**src/rtl/pulpemu_rst_seq.sv**
```systemverilog
// Reset/boot sequencer for the PULP emulation platform: waits for clock lock,
// holds reset for a fixed time, latches the boot strap and releases pad_reset_n.
module pulpemu_rst_seq #(
    parameter int SYNC_STAGES     = 2,
    parameter int DEBOUNCE_CYCLES = 16,
    parameter int HOLD_CYCLES     = 64,
    parameter int CNT_W           = 8
) (
    input  logic             clk_i,
    input  logic             rst_i,
    input  logic             pll_locked_i,
    input  logic             ext_rst_req_i,
    input  logic             bootmode_i,
    output logic             pulp_rst_no,
    output logic             bootmode_o,
    output logic             rst_done_o,
    output logic [CNT_W-1:0] rst_count_o
);

    localparam int HOLD_W = (HOLD_CYCLES > 1) ? $clog2(HOLD_CYCLES) : 1;
    localparam int DB_W   = $clog2(DEBOUNCE_CYCLES + 1);

    typedef enum logic [1:0] {
        WAIT_LOCK  = 2'd0,
        HOLD       = 2'd1,
        BOOT_LATCH = 2'd2,
        RUN        = 2'd3
    } state_t;

    logic [SYNC_STAGES-1:0] r_lockSync;
    logic [SYNC_STAGES-1:0] r_reqSync;
    logic [SYNC_STAGES-1:0] r_bootSync;
    logic                   w_lockS;
    logic                   w_reqS;
    logic                   w_bootS;

    state_t                 r_state;
    state_t                 w_nextState;
    logic [HOLD_W-1:0]      r_holdCnt;
    logic [HOLD_W-1:0]      w_holdNext;
    logic [DB_W-1:0]        r_dbCnt;
    logic                   r_armed;
    logic                   w_fire;
    logic                   w_runExit;

    always_ff @(posedge clk_i or posedge rst_i) begin
        if (rst_i) begin
            r_lockSync <= '0;
            r_reqSync  <= '0;
            r_bootSync <= '0;
        end else begin
            r_lockSync[0] <= pll_locked_i;
            r_reqSync[0]  <= ext_rst_req_i;
            r_bootSync[0] <= bootmode_i;
            for (int i = 1; i < SYNC_STAGES; i++) begin
                r_lockSync[i] <= r_lockSync[i-1];
                r_reqSync[i]  <= r_reqSync[i-1];
                r_bootSync[i] <= r_bootSync[i-1];
            end
        end
    end

    assign w_lockS = r_lockSync[SYNC_STAGES-1];
    assign w_reqS  = r_reqSync[SYNC_STAGES-1];
    assign w_bootS = r_bootSync[SYNC_STAGES-1];

    // A held request fires only once; re-arming needs the request to drop first.
    assign w_fire = r_armed && (r_dbCnt == DB_W'(DEBOUNCE_CYCLES));

    always_ff @(posedge clk_i or posedge rst_i) begin
        if (rst_i) begin
            r_dbCnt <= '0;
            r_armed <= 1'b0;
        end else if (!w_reqS) begin
            r_dbCnt <= '0;
            r_armed <= 1'b1;
        end else begin
            if (r_dbCnt != DB_W'(DEBOUNCE_CYCLES)) begin
                r_dbCnt <= r_dbCnt + DB_W'(1);
            end
            if (w_fire) begin
                r_armed <= 1'b0;
            end
        end
    end

    always_comb begin
        w_nextState = r_state;
        w_holdNext  = '0;
        case (r_state)
            WAIT_LOCK: begin
                if (w_lockS) begin
                    w_nextState = HOLD;
                end
            end
            HOLD: begin
                if (!w_lockS) begin
                    w_nextState = WAIT_LOCK;
                end else if (r_holdCnt == HOLD_W'(HOLD_CYCLES - 1)) begin
                    w_nextState = BOOT_LATCH;
                end else begin
                    w_holdNext = r_holdCnt + HOLD_W'(1);
                end
            end
            BOOT_LATCH: begin
                w_nextState = w_lockS ? RUN : WAIT_LOCK;
            end
            RUN: begin
                if (!w_lockS || w_fire) begin
                    w_nextState = WAIT_LOCK;
                end
            end
            default: begin
                w_nextState = WAIT_LOCK;
            end
        endcase
    end

    assign w_runExit = (r_state == RUN) && (w_nextState == WAIT_LOCK);

    // Outputs are registered from the next state so they change together with it.
    always_ff @(posedge clk_i or posedge rst_i) begin
        if (rst_i) begin
            r_state     <= WAIT_LOCK;
            r_holdCnt   <= '0;
            pulp_rst_no <= 1'b0;
            rst_done_o  <= 1'b0;
            bootmode_o  <= 1'b0;
            rst_count_o <= '0;
        end else begin
            r_state     <= w_nextState;
            r_holdCnt   <= w_holdNext;
            pulp_rst_no <= (w_nextState == RUN);
            rst_done_o  <= (w_nextState == RUN);
            if (r_state == BOOT_LATCH) begin
                bootmode_o <= w_bootS;
            end
            if (w_runExit && (rst_count_o != {CNT_W{1'b1}})) begin
                rst_count_o <= rst_count_o + CNT_W'(1);
            end
        end
    end

endmodule

```
**config.mk**
```make
export PLATFORM = sky130hd
export DESIGN_NAME = pulpemu_rst_seq
export DESIGN_NICKNAME = d
export VERILOG_FILES = /design/src/rtl/pulpemu_rst_seq.sv
export SDC_FILE = /design/constraint.sdc
export NUM_CORES = 1
export LEC_CHECK = 0
export CORE_MARGIN = 2
export CORE_UTILIZATION = 55
export CTS_BUF_LIST = sky130_fd_sc_hd__clkbuf_2
export DETAILED_ROUTE_END_ITERATION = 8
export GPL_TIMING_DRIVEN = 0
export PLACE_DENSITY = 0.8
export SYNTH_ARGS = -nofsm -noshare
export SYNTH_HDL_FRONTEND = slang
export SYNTH_SLANG_ARGS = --single-unit
```
**constraint.sdc**
```tcl
create_clock -name clk_i -period 4.5 [get_ports clk_i]
set_input_delay 0.45 -clock clk_i [delete_from_list [all_inputs] [get_ports clk_i]]
set_output_delay 0.45 -clock clk_i [all_outputs]
set_load 0.01 [all_outputs]
```
==> results of run 1 <==
[cells in the mapped netlist, types with 2 or more instances]
cell type,count
and3_1,5
xor2_1,3
nand4_1,2
nor2_1,8
inv_1,4
a21boi_0,3
nand2_1,10
xnor2_1,11
ha_1,4
and2_1,2
nand3_1,10
dfrtp_1,30
[layout by cell type (no fill, tap or decap), types with 2 or more instances in the layout]
cell / instances
xor2_1: 3
nor2_1: 8
xnor2_1: 11
nand3_1: 10
and2_1: 2
inv_1: 4
ha_1: 4
dfrtp_1: 30
clkbuf_2: 6
nand4_1: 2
and3_1: 5
clkdlybuf4s50_1: 15
a21boi_0: 3
nand2_1: 10
[worst min path at each step]
stage | start | end | slack [ns] | depth (start not counted)
floorplan | r_bootSync[0] | r_bootSync[1] | 0.33 | 0
global placement | r_lockSync[0] | r_lockSync[1] | 0.33 | 0
detailed placement | r_bootSync[0] | r_bootSync[1] | 0.34 | 0
CTS | r_bootSync[0] | r_bootSync[1] | 0.37 | 0
global route | r_bootSync[0] | r_bootSync[1] | 0.39 | 0
finish | r_bootSync[0] | r_bootSync[1] | 0.37 | 0
[through the flow]
step | utilization [%] | setup WS (ns)
after floorplan | - | 3.00
after global placement | 67.1 | 2.75
after detailed placement | 67.1 | 2.73
after CTS | 68.9 | 2.64
after global routing | 68.9 | 2.59
final | 68.9 | 2.69
[sequential cells by signal, summed over array words and instances, names as in the netlist, 2 cells and up]
name and count:
r_bootSync 2, r_dbCnt 5, r_holdCnt 6, r_lockSync 2
r_reqSync 2, r_state 2, rst_count_o 8
[report_power, final]
group          internal, µW  switching, µW
Clock                  38.3           82.5
Sequential              276           5.99
Combinational          8.48           10.3
[logic make-up after synthesis]
group | after synthesis | share of synthesized area [%]
muxes | 2 | 1.98
xor gates and xnor gates | 14 | 9.23
and+or+nand+nor | 50 | 23.3
AOI/OAI and AO/OA | 5 | 3.58
DFF | 30 | 56.5
buffers and inverters | 5 | 1.69
adders and majority gates | 4 | 3.77
[routing by layer]
metal | vias up | GRT usage [%] | share of wire, %
met5 | - | 0 | 0
met4 | 0 | 8.97 | 0.69
met3 | 2 | 6.78 | 3.6
met2 | 14 | 29.8 | 50
met1 | 411 | 23.9 | 46
li1 | 416 | - | -
[final cells by class]
| class | instances | area share, % |
|---|---|---|
| plain buffers | 1 | 0.483 |
| clock inverters | 2 | 0.564 |
| repair buffers | 15 | 9.67 |
| inverters | 4 | 0.967 |
| well taps | 28 | 2.26 |
| clock buffers | 6 | 1.93 |
| flip-flops and latches | 30 | 48.3 |
| multi-input cells | 75 | 35.8 |
==> qor.yml, run 1 <==
cp_data_arrival_time_ns: 1.36
cts_sinks: 30
worst_pin_slew_ns: 1.08
ys_seq_elements: 30
instances_no_fill: 161
grt.total_usage_pct: 19.2
ir_drop_v: 0.000236
cp-end-kind: "output port"
htreeDepth: 2
path_max_fanout: 6
final-hold-violation-count: 0
num_vias: 843
grt_max_degree: 31
power_uw: 421
synth_edf_count: 0
rows: 17
cp_top_family: "buffers and inverters"
ioPinCount: 16
dr.first_iter.drc_count: 12
cts_buffers: 5
n_fill_cell: 189
synth.top_cell.area_share_pct: 56.5
drv_slew: 0
core_um2: 2250
async_flop_share_pct: 100
die_area_um2: 2820
min_period_ns: 1.81
antenna_left: 0
drive_gt1_share_pct: 13.5
reg2reg_slack_ns: 2.84
critPathRequiredTime_ns: 4.05
critPathMaxStageDelay_ns: 0.57
leakage_uw: 0.000696
fp.dieH_um: 53.2
syn_to_final_growth_pct: 16.9
grt_pass1_wl_mm: 3.70
grt.overflow.total: 0
hold_ws_ns: 0.369
dp.final_hpwl_mm: 1.47
die_x_um: 53.2
r2r_end: "rst_count_o[1]"
layout.nets: 141
fin_setup_tns_ns: 0
crit_buf_inv: 1
rsz0062_at_grt: "no"
cts_tree: "done"
setup_violations: 0
routed_wl_mm: 2.03
multi_input_area_um2: 556
yosysUniqueCellTypes: 30
stdcell_area_um2: 1550
wl_per_cell_um: 12.6
antenna_found_initial: 0
synth_top_area_cell: "dfrtp_1"
cts.clk_slew.worst_paths_ns: 0.14
status: "completed"
postCtsResizedCells: 0
r2r-start: "r_dbCnt[0]"
drc_errors: 0
placedCellCount: 153
placed_area_um2: 1510
start_util_pct: 58.9
cts_setup_buffers: 0
synth_cells: 110
yosysSeqAreaShare_pct: 56.5
place.gp.congestion: 0.736
syn-cell-area_um2: 1330
avgSynthCellArea_um2: 12.1
hold_path.class: "register to register"
syn_nets: 119
finalCritPeriodShare_pct: 40.2
regArea_um2: 751
diodes: 0
ctsHoldBuffers: 0
drv_cap: 0
crit_end: "rst_count_o[2]"
crit_path_start: "rst_count_o[2]"
viasPerCell: 5.24
clk_latency_ns: 0.33
cp_num_cells: 1
grt_pass1_vias: 863
yosys-top-cells-area: "dfrtp_1 56%, xnor2_1 7.3%, ha_1 3.8%"
cp_cell_sequence: "clkdlybuf4s50_1"
ys_warn_count: 0
clock.fmax_mhz: 553
cts_root_buf: "clkbuf_2"
reg2reg_depth: 6
path_class: "register to output port"
dr.pass1.iters: 4
relSlewSlack_pct: 27.8
port_buffers: 15
skew_ns: 0.0130
cp_slowest_cell: "clkdlybuf4s50_1"
critPathLaunchType: "register"
power.density_nw_per_um2: 271
clockBufferDepth: 2
ys.flop_type: "dfrtp_1"
No activity file was read; power rests on OpenSTA's default activity.
==> run 2: changes to the inputs <==
- clock period: 4.5 -> 1.8 ns (I/O delays scaled with it)
==> results of run 2 <==
The final DEF is identical to that of run 1. Status: completed.
Among the figures that moved: setup slack after placement 2.73 ns -> 0.156 ns; clock-pin slew on the worst setup and hold paths 0.14 ns -> 0.15 ns; setup slack after layout 2.69 ns -> 0.139 ns; hold slack 0.369 ns -> 0.269 ns; start point of the critical path rst_count_o[2] -> r_dbCnt[0]; end point of the critical path rst_count_o[2] -> rst_count_o[1]; register-to-register setup slack 2.84 ns -> 0.14 ns; end point of the worst hold path r_bootSync[1] -> r_lockSync[0]; total power 421 µW -> 1050 µW; worst IR drop on VDD 0.000236 V -> 0.000590 V
==> run 3: changes to the inputs <==
- TNS_END_PERCENT: default -> 20
==> results of run 3 <==
The final DEF is identical to that of run 1. Status: completed.
Among the figures that moved: setup slack after placement 2.73 ns -> 0.156 ns; clock-pin slew on the worst setup and hold paths 0.14 ns -> 0.15 ns; setup slack after layout 2.69 ns -> 0.139 ns; hold slack 0.369 ns -> 0.269 ns; start point of the critical path rst_count_o[2] -> r_dbCnt[0]; end point of the critical path rst_count_o[2] -> rst_count_o[1]; register-to-register setup slack 2.84 ns -> 0.14 ns; end point of the worst hold path r_bootSync[1] -> r_lockSync[0]; total power 421 µW -> 1050 µW; worst IR drop on VDD 0.000236 V -> 0.000590 V
